**src/rtl/mips_pkg.sv**
```systemverilog
// Shared definitions for the memory port arbiter: parameter defaults and arbiter state encoding.
package mips_pkg;

  localparam int ADDR_W_DEF        = 32;
  localparam int DATA_W_DEF        = 32;
  localparam int MAX_DM_STREAK_DEF = 2;

  typedef enum logic [1:0] {
    IDLE    = 2'd0,
    IF_BUSY = 2'd1,
    DM_BUSY = 2'd2,
    RESP    = 2'd3
  } arb_state_e;

endpackage

```
**src/rtl/sat_counter.sv**
```systemverilog
// Up-counter that increments while inc_i is high and sticks at all-ones.
module sat_counter #(
  parameter int WIDTH = 16
) (
  input  logic             clk,
  input  logic             rst,
  input  logic             inc_i,
  output logic [WIDTH-1:0] cnt_o
);

  logic [WIDTH-1:0] cnt_q;
  logic [WIDTH-1:0] cnt_d;

  always_comb begin
    cnt_d = cnt_q;
    if (inc_i && (cnt_q != {WIDTH{1'b1}})) begin
      cnt_d = cnt_q + 1'b1;
    end
  end

  always_ff @(posedge clk) begin
    if (rst) begin
      cnt_q <= '0;
    end else begin
      cnt_q <= cnt_d;
    end
  end

  assign cnt_o = cnt_q;

endmodule

```
**src/rtl/mem_port_arbiter.sv**
```systemverilog
// Arbitrates a single shared memory port between instruction fetch (IF) and data (DM) requesters,
// bounding consecutive DM grants while a fetch is waiting.
module mem_port_arbiter
  import mips_pkg::*;
#(
  parameter int ADDR_W        = ADDR_W_DEF,
  parameter int DATA_W        = DATA_W_DEF,
  parameter int MAX_DM_STREAK = MAX_DM_STREAK_DEF
) (
  input  logic              clk,
  input  logic              rst,
  input  logic              start,
  input  logic              if_req_i,
  input  logic [ADDR_W-1:0] if_addr_i,
  output logic [DATA_W-1:0] if_rdata_o,
  output logic              if_ack_o,
  input  logic              dm_req_i,
  input  logic              dm_we_i,
  input  logic [ADDR_W-1:0] dm_addr_i,
  input  logic [DATA_W-1:0] dm_wdata_i,
  output logic [DATA_W-1:0] dm_rdata_o,
  output logic              dm_ack_o,
  output logic              mem_req_o,
  output logic              mem_we_o,
  output logic [ADDR_W-1:0] mem_addr_o,
  output logic [DATA_W-1:0] mem_wdata_o,
  input  logic [DATA_W-1:0] mem_rdata_i,
  input  logic              mem_ack_i,
  output logic              stall_o,
  output logic [15:0]       stall_cnt_o
);

  localparam int STREAK_W = (MAX_DM_STREAK < 1) ? 1 : $clog2(MAX_DM_STREAK + 1);
  localparam logic [STREAK_W-1:0] STREAK_MAX = STREAK_W'(MAX_DM_STREAK);

  arb_state_e          state_q, state_d;
  logic                win_dm_q, win_dm_d;
  logic [ADDR_W-1:0]   addr_q, addr_d;
  logic                we_q, we_d;
  logic [DATA_W-1:0]   wdata_q, wdata_d;
  logic [STREAK_W-1:0] streak_q, streak_d;
  logic [DATA_W-1:0]   if_rdata_q, if_rdata_d;
  logic [DATA_W-1:0]   dm_rdata_q, dm_rdata_d;
  logic                grant_dm;
  logic                grant_if;
  logic                busy;

  always_comb begin
    state_d    = state_q;
    win_dm_d   = win_dm_q;
    addr_d     = addr_q;
    we_d       = we_q;
    wdata_d    = wdata_q;
    streak_d   = streak_q;
    if_rdata_d = if_rdata_q;
    dm_rdata_d = dm_rdata_q;
    grant_dm   = 1'b0;
    grant_if   = 1'b0;

    case (state_q)
      IDLE: begin
        if (start) begin
          if (dm_req_i && ((streak_q < STREAK_MAX) || !if_req_i)) begin
            grant_dm = 1'b1;
          end else if (if_req_i) begin
            grant_if = 1'b1;
          end
        end
      end
      IF_BUSY, DM_BUSY: begin
        if (mem_ack_i) begin
          // Writes return no data, so the read-data registers keep their last value.
          if (!we_q) begin
            if (win_dm_q) begin
              dm_rdata_d = mem_rdata_i;
            end else begin
              if_rdata_d = mem_rdata_i;
            end
          end
          state_d = RESP;
        end
      end
      RESP: begin
        state_d = IDLE;
      end
      default: begin
        state_d = IDLE;
      end
    endcase

    if (grant_dm) begin
      state_d  = DM_BUSY;
      win_dm_d = 1'b1;
      addr_d   = dm_addr_i;
      we_d     = dm_we_i;
      wdata_d  = dm_wdata_i;
      if (streak_q != STREAK_MAX) begin
        streak_d = streak_q + 1'b1;
      end
    end

    if (grant_if) begin
      state_d  = IF_BUSY;
      win_dm_d = 1'b0;
      addr_d   = if_addr_i;
      we_d     = 1'b0;
      wdata_d  = '0;
      streak_d = '0;
    end
  end

  always_ff @(posedge clk) begin
    if (rst) begin
      state_q    <= IDLE;
      win_dm_q   <= 1'b0;
      addr_q     <= '0;
      we_q       <= 1'b0;
      wdata_q    <= '0;
      streak_q   <= '0;
      if_rdata_q <= '0;
      dm_rdata_q <= '0;
    end else begin
      state_q    <= state_d;
      win_dm_q   <= win_dm_d;
      addr_q     <= addr_d;
      we_q       <= we_d;
      wdata_q    <= wdata_d;
      streak_q   <= streak_d;
      if_rdata_q <= if_rdata_d;
      dm_rdata_q <= dm_rdata_d;
    end
  end

  assign busy        = (state_q == IF_BUSY) || (state_q == DM_BUSY);
  assign mem_req_o   = busy;
  assign mem_we_o    = busy & we_q;
  assign mem_addr_o  = addr_q;
  assign mem_wdata_o = wdata_q;

  assign if_ack_o    = (state_q == RESP) & ~win_dm_q;
  assign dm_ack_o    = (state_q == RESP) &  win_dm_q;
  assign if_rdata_o  = if_rdata_q;
  assign dm_rdata_o  = dm_rdata_q;

  assign stall_o = (if_req_i & ~if_ack_o) | (dm_req_i & ~dm_ack_o);

  sat_counter #(
    .WIDTH (16)
  ) u_stall_cnt (
    .clk   (clk),
    .rst   (rst),
    .inc_i (stall_o),
    .cnt_o (stall_cnt_o)
  );

endmodule

```
**config.mk**
```make
export PLATFORM = sky130hd
export DESIGN_NAME = mem_port_arbiter
export DESIGN_NICKNAME = d
export VERILOG_FILES = /design/src/rtl/mips_pkg.sv /design/src/rtl/sat_counter.sv /design/src/rtl/mem_port_arbiter.sv
export SDC_FILE = /design/constraint.sdc
export NUM_CORES = 1
export LEC_CHECK = 0
export ABC_AREA = 1
export CORE_MARGIN = 8
export CORE_UTILIZATION = 42
export CTS_CLUSTER_SIZE = 28
export DETAILED_ROUTE_END_ITERATION = 10
export PLACE_DENSITY = 0.83
export SLEW_MARGIN = 25
export SYNTH_ARGS = -nofsm -noshare
export SYNTH_HDL_FRONTEND = slang
export SYNTH_HIERARCHICAL = 1
export SYNTH_SLANG_ARGS = --single-unit
```
**constraint.sdc**
```tcl
create_clock -name clk -period 1.8 [get_ports clk]
set_input_delay 0.36 -clock clk [delete_from_list [all_inputs] [get_ports clk]]
set_output_delay 0.36 -clock clk [all_outputs]
set_load 0.05 [all_outputs]
```
==> impl_metrics.csv <==
group,metric,value,unit
outcome,status,"finished with violations",
outcome,violations,"setup timing",
logic_synthesis,syn_inst,863,
critical_path,critPathLaunchType,"flip-flop",
global_route,grt_pass1_wl,33800,µm
logic_synthesis,synthXorXnorAreaFrac,0,%
critical_path,cp_max_fo,3,
power_and_ir_drop,power.density,1330,nW/µm²
timing,fin_crit_sh,101,%
logic_synthesis,ys_seq_elements,150,
cts,clkSinkCount,150,
critical_path,rr_worst_depth,11,
logic_synthesis,ys_seq_area_share,47.8,%
die,core_area,14600,µm²
placed_design,place_inst,1310,
power_and_ir_drop,p_leak,4.23,nW
detailed_routing,wl_per_cell,15.7,µm
detailed_routing,vias,6645,
detailed_routing,ant_nets,0,
timing,fmax,552,MHz
logic_synthesis,synth_fp_nets,1003,
logic_synthesis,synth_compound_area_share,10.1,%
die,num_rows,44,
timing,slew_violations,0,
critical_path,critPathArrivalTime,1450,ps
logic_synthesis,synth.area.mux_share,0,%
power_and_ir_drop,vdd_drop_max,1.01,mV
global_route,grt_max_degree,35,
placed_design,place_hpwl,15600,µm
finish,layout-drive-gt1-share,22.7,%
finish,postLayoutCoreUtil,67.5,%
die,dieArea,19100,µm²
cts,cts_buffers,17,
timing,finClkSkew,5.87,ps
critical_path,end_kind,"output pin",
logic_synthesis,ys.flop_type,"dfxtp_1",
min_path,hold_path_end,"mem_wdata_o[19]",
detailed_routing,drc,0,
logic_synthesis,ys_async_sr_fraction,0,%
global_route,grt_pass1_vias,6477,
critical_path,startpoint,"state_q[1]",
die,io_pins,284,
logic_synthesis,ys_warn_count,6,
logic_synthesis,synth_top_family_by_area,"simple AND/OR/NAND/NOR gates",
timing,worst_pin_slew,344,ps
timing,finalCriticalPeriod,1810,ps
die,fp.dieW,138,µm
die,dieHeight,138,µm
critical_path,r2r_slack,50,ps
finish,instances_no_fill,1347,
finish,nets,1290,
die,initial_core_util,43.0,%
timing,finalHoldViolations,0,
timing,rsz0062_at_grt,"yes",
critical_path,critical_path.reg2reg.endpoint,"u_stall_cnt/cnt_o[13]",
critical_path,r2r_start,"state_q[1]",
placed_design,portBuffers,283,
placed_design,place_congestion,0.848,
finish,syn_to_final_growth,56.8,%
min_path,hold_path.class,"flip-flop to flip-flop",
timing,setup_viol_count_final,1,
logic_synthesis,synth.distinct_cells,27,
min_path,hp-start,"mem_wdata_o[19]",
cts,cts_root_buf,"clkbuf_16",
cts,cts_htree_levels,4,
detailed_routing,viasPerCell,4.93,
logic_synthesis,synth-simple-area-share,34.1,%
cts,worstSkewPairLatency,410,ps
logic_synthesis,avgSynthCellArea,7.27,µm²
timing,relSlewSlack,77.1,%
timing,setup_slack,-12.4,ps
finish,antenna_cells,0,
logic_synthesis,synth-edff-count,0,
global_route,antenna_found_initial,0,
global_route,grt_usage,21.3,%
detailed_routing,wl,21100,µm
logic_synthesis,synthesis.area,6280,µm²
min_path,min_path_cells,2,
logic_synthesis,yosys.area_share.adder,0.997,%
detailed_routing,dr.pass1.iters,7,
critical_path,crit_type,"flip-flop to output pin",
detailed_routing,drt_iter0_markers,362,
global_route,grt_overflow,0,
run,maxCapViolCount,0,
cts,ctsLongestPathBuffers,2,
cts,clkTransAtPathRegs,60,ps
critical_path,critical_path_required,1440,ps
cts,cts_tree,"done",
cells by family after synthesis:
kind of cell	count (synthesis)
flops	150
buf+inv	96
simple gates	485
compound gates	127
fa+ha+maj	5
how the worst max path moves through the flow:
stage | to | depth (start not counted)
3_3_place_gp | u_stall_cnt/cnt_o[13] | 9
4_1_cts | stall_o | 6
3_5_place_dp | u_stall_cnt/cnt_o[13] | 9
6_report | stall_o | 6
2_1_floorplan | u_stall_cnt/cnt_o[13] | 11
5_1_grt | stall_o | 6
layout by cell type (no fill, tap or decap), types with 4 or more instances in the layout:
master and n:
nor2_2 11, a21oi_1 85, bufinv_16 4, dfxtp_1 147, o21ai_1 7, buf_4 168, clkbuf_16 17, nand3_1 46
clkdlybuf4s50_1 134, inv_1 36, nand2_2 8, nor2_4 6, nor3_2 4, nor2_1 167, buf_12 15, nor3_1 20
nand3b_1 23, inv_2 9, o21ai_0 34, nand2_1 191
registers in the layout, summed over array words and instances, names as in the netlist:
signal,flops
state_q,2
streak_q,2
if_rdata_o,32
mem_addr_o,32
dm_rdata_o,32
mem_wdata_o,32
u_stall_cnt/cnt_o,16
we_q,1
win_dm_q,1
worst max-delay path, cell delays in order (launching register included):
cell and delay, ps:
dfxtp_2 340, ha_4 170, inv_4 60, nor2_4 40
o21ai_4 170, buf_6 140, buf_12 120
routing by layer:
layer | up-vias | share of wire, % | GRT usage, %
li1 | 3329 | - | -
met1 | 3028 | 40 | 24.1
met2 | 251 | 50 | 36.3
met3 | 37 | 7.6 | 7.16
met4 | 0 | 2.9 | 8.30
met5 | - | 0 | 0
power by group:
group / leakage [nW] / total, mW / internal, mW / switching [mW]
sequential: 1.22 / 4.12 / 3.83 / 0.285
combinational: 2.72 / 5.27 / 1.84 / 3.43
clock: 0.297 / 3.72 / 2.36 / 1.36
total: 4.23 / 13.1 / 8.03 / 5.08
repair_timing:
action / in CTS / in global routing
resized for setup: 8 / 1
pin swaps: 2 / 2
setup endpoints to repair: 4 / 4
hold buffers: 0 / 0
buffers inserted: 3 / 3
cell type report:
type / instances / area (µm²)
inverters: 46 / 175
flip-flops and latches: 150 / 3010
multi-input cells: 617 / 2890
clock buffers: 20 / 447
clock inverters: 12 / 175
fillers: 1222 / 4750
well taps: 184 / 230
repair buffers: 318 / 2910
stage by stage:
| stage | hold slack [ps] | worst slack [ps] | power [mW] | area (µm²) | setup TNS [ps] |
|---|---|---|---|---|---|
| after floorplan | 444 | -113 | 7.48 | 6320 | -709 |
| after global placement | 449 | -112 | 9.29 | 9160 | -344 |
| after detailed placement | 452 | -177 | 9.36 | 9160 | -803 |
| after CTS | 462 | -61.7 | 13.2 | 9820 | -61.7 |
| after global routing | 478 | -86.2 | 13.7 | 9840 | -163 |
| final | 462 | -12.4 | 13.1 | 9840 | -12.4 |
cell usage after synthesis (2+ instances only):
master / n / share of area (%)
dfxtp_1: 150 / 48
nand2_1: 193 / 12
nor2_2: 11 / 1.1
nand2_2: 6 / 0.60
buf_2: 29 / 2.3
nor3_1: 20 / 1.6
ha_1: 5 / 1.0
nor2_1: 168 / 10
nand4_1: 3 / 0.30
inv_2: 5 / 0.30
clkbuf_1: 12 / 0.72
buf_6: 2 / 0.36
a21oi_1: 85 / 6.8
nand3_2: 2 / 0.32
buf_4: 5 / 0.60
o21ai_0: 35 / 2.8
o21ai_1: 7 / 0.56
nand3_1: 47 / 3.7
nor2_4: 5 / 0.90
nand3b_1: 23 / 2.8
nor3_2: 4 / 0.64
inv_1: 41 / 2.5
Power figures use the tool's default switching activity.
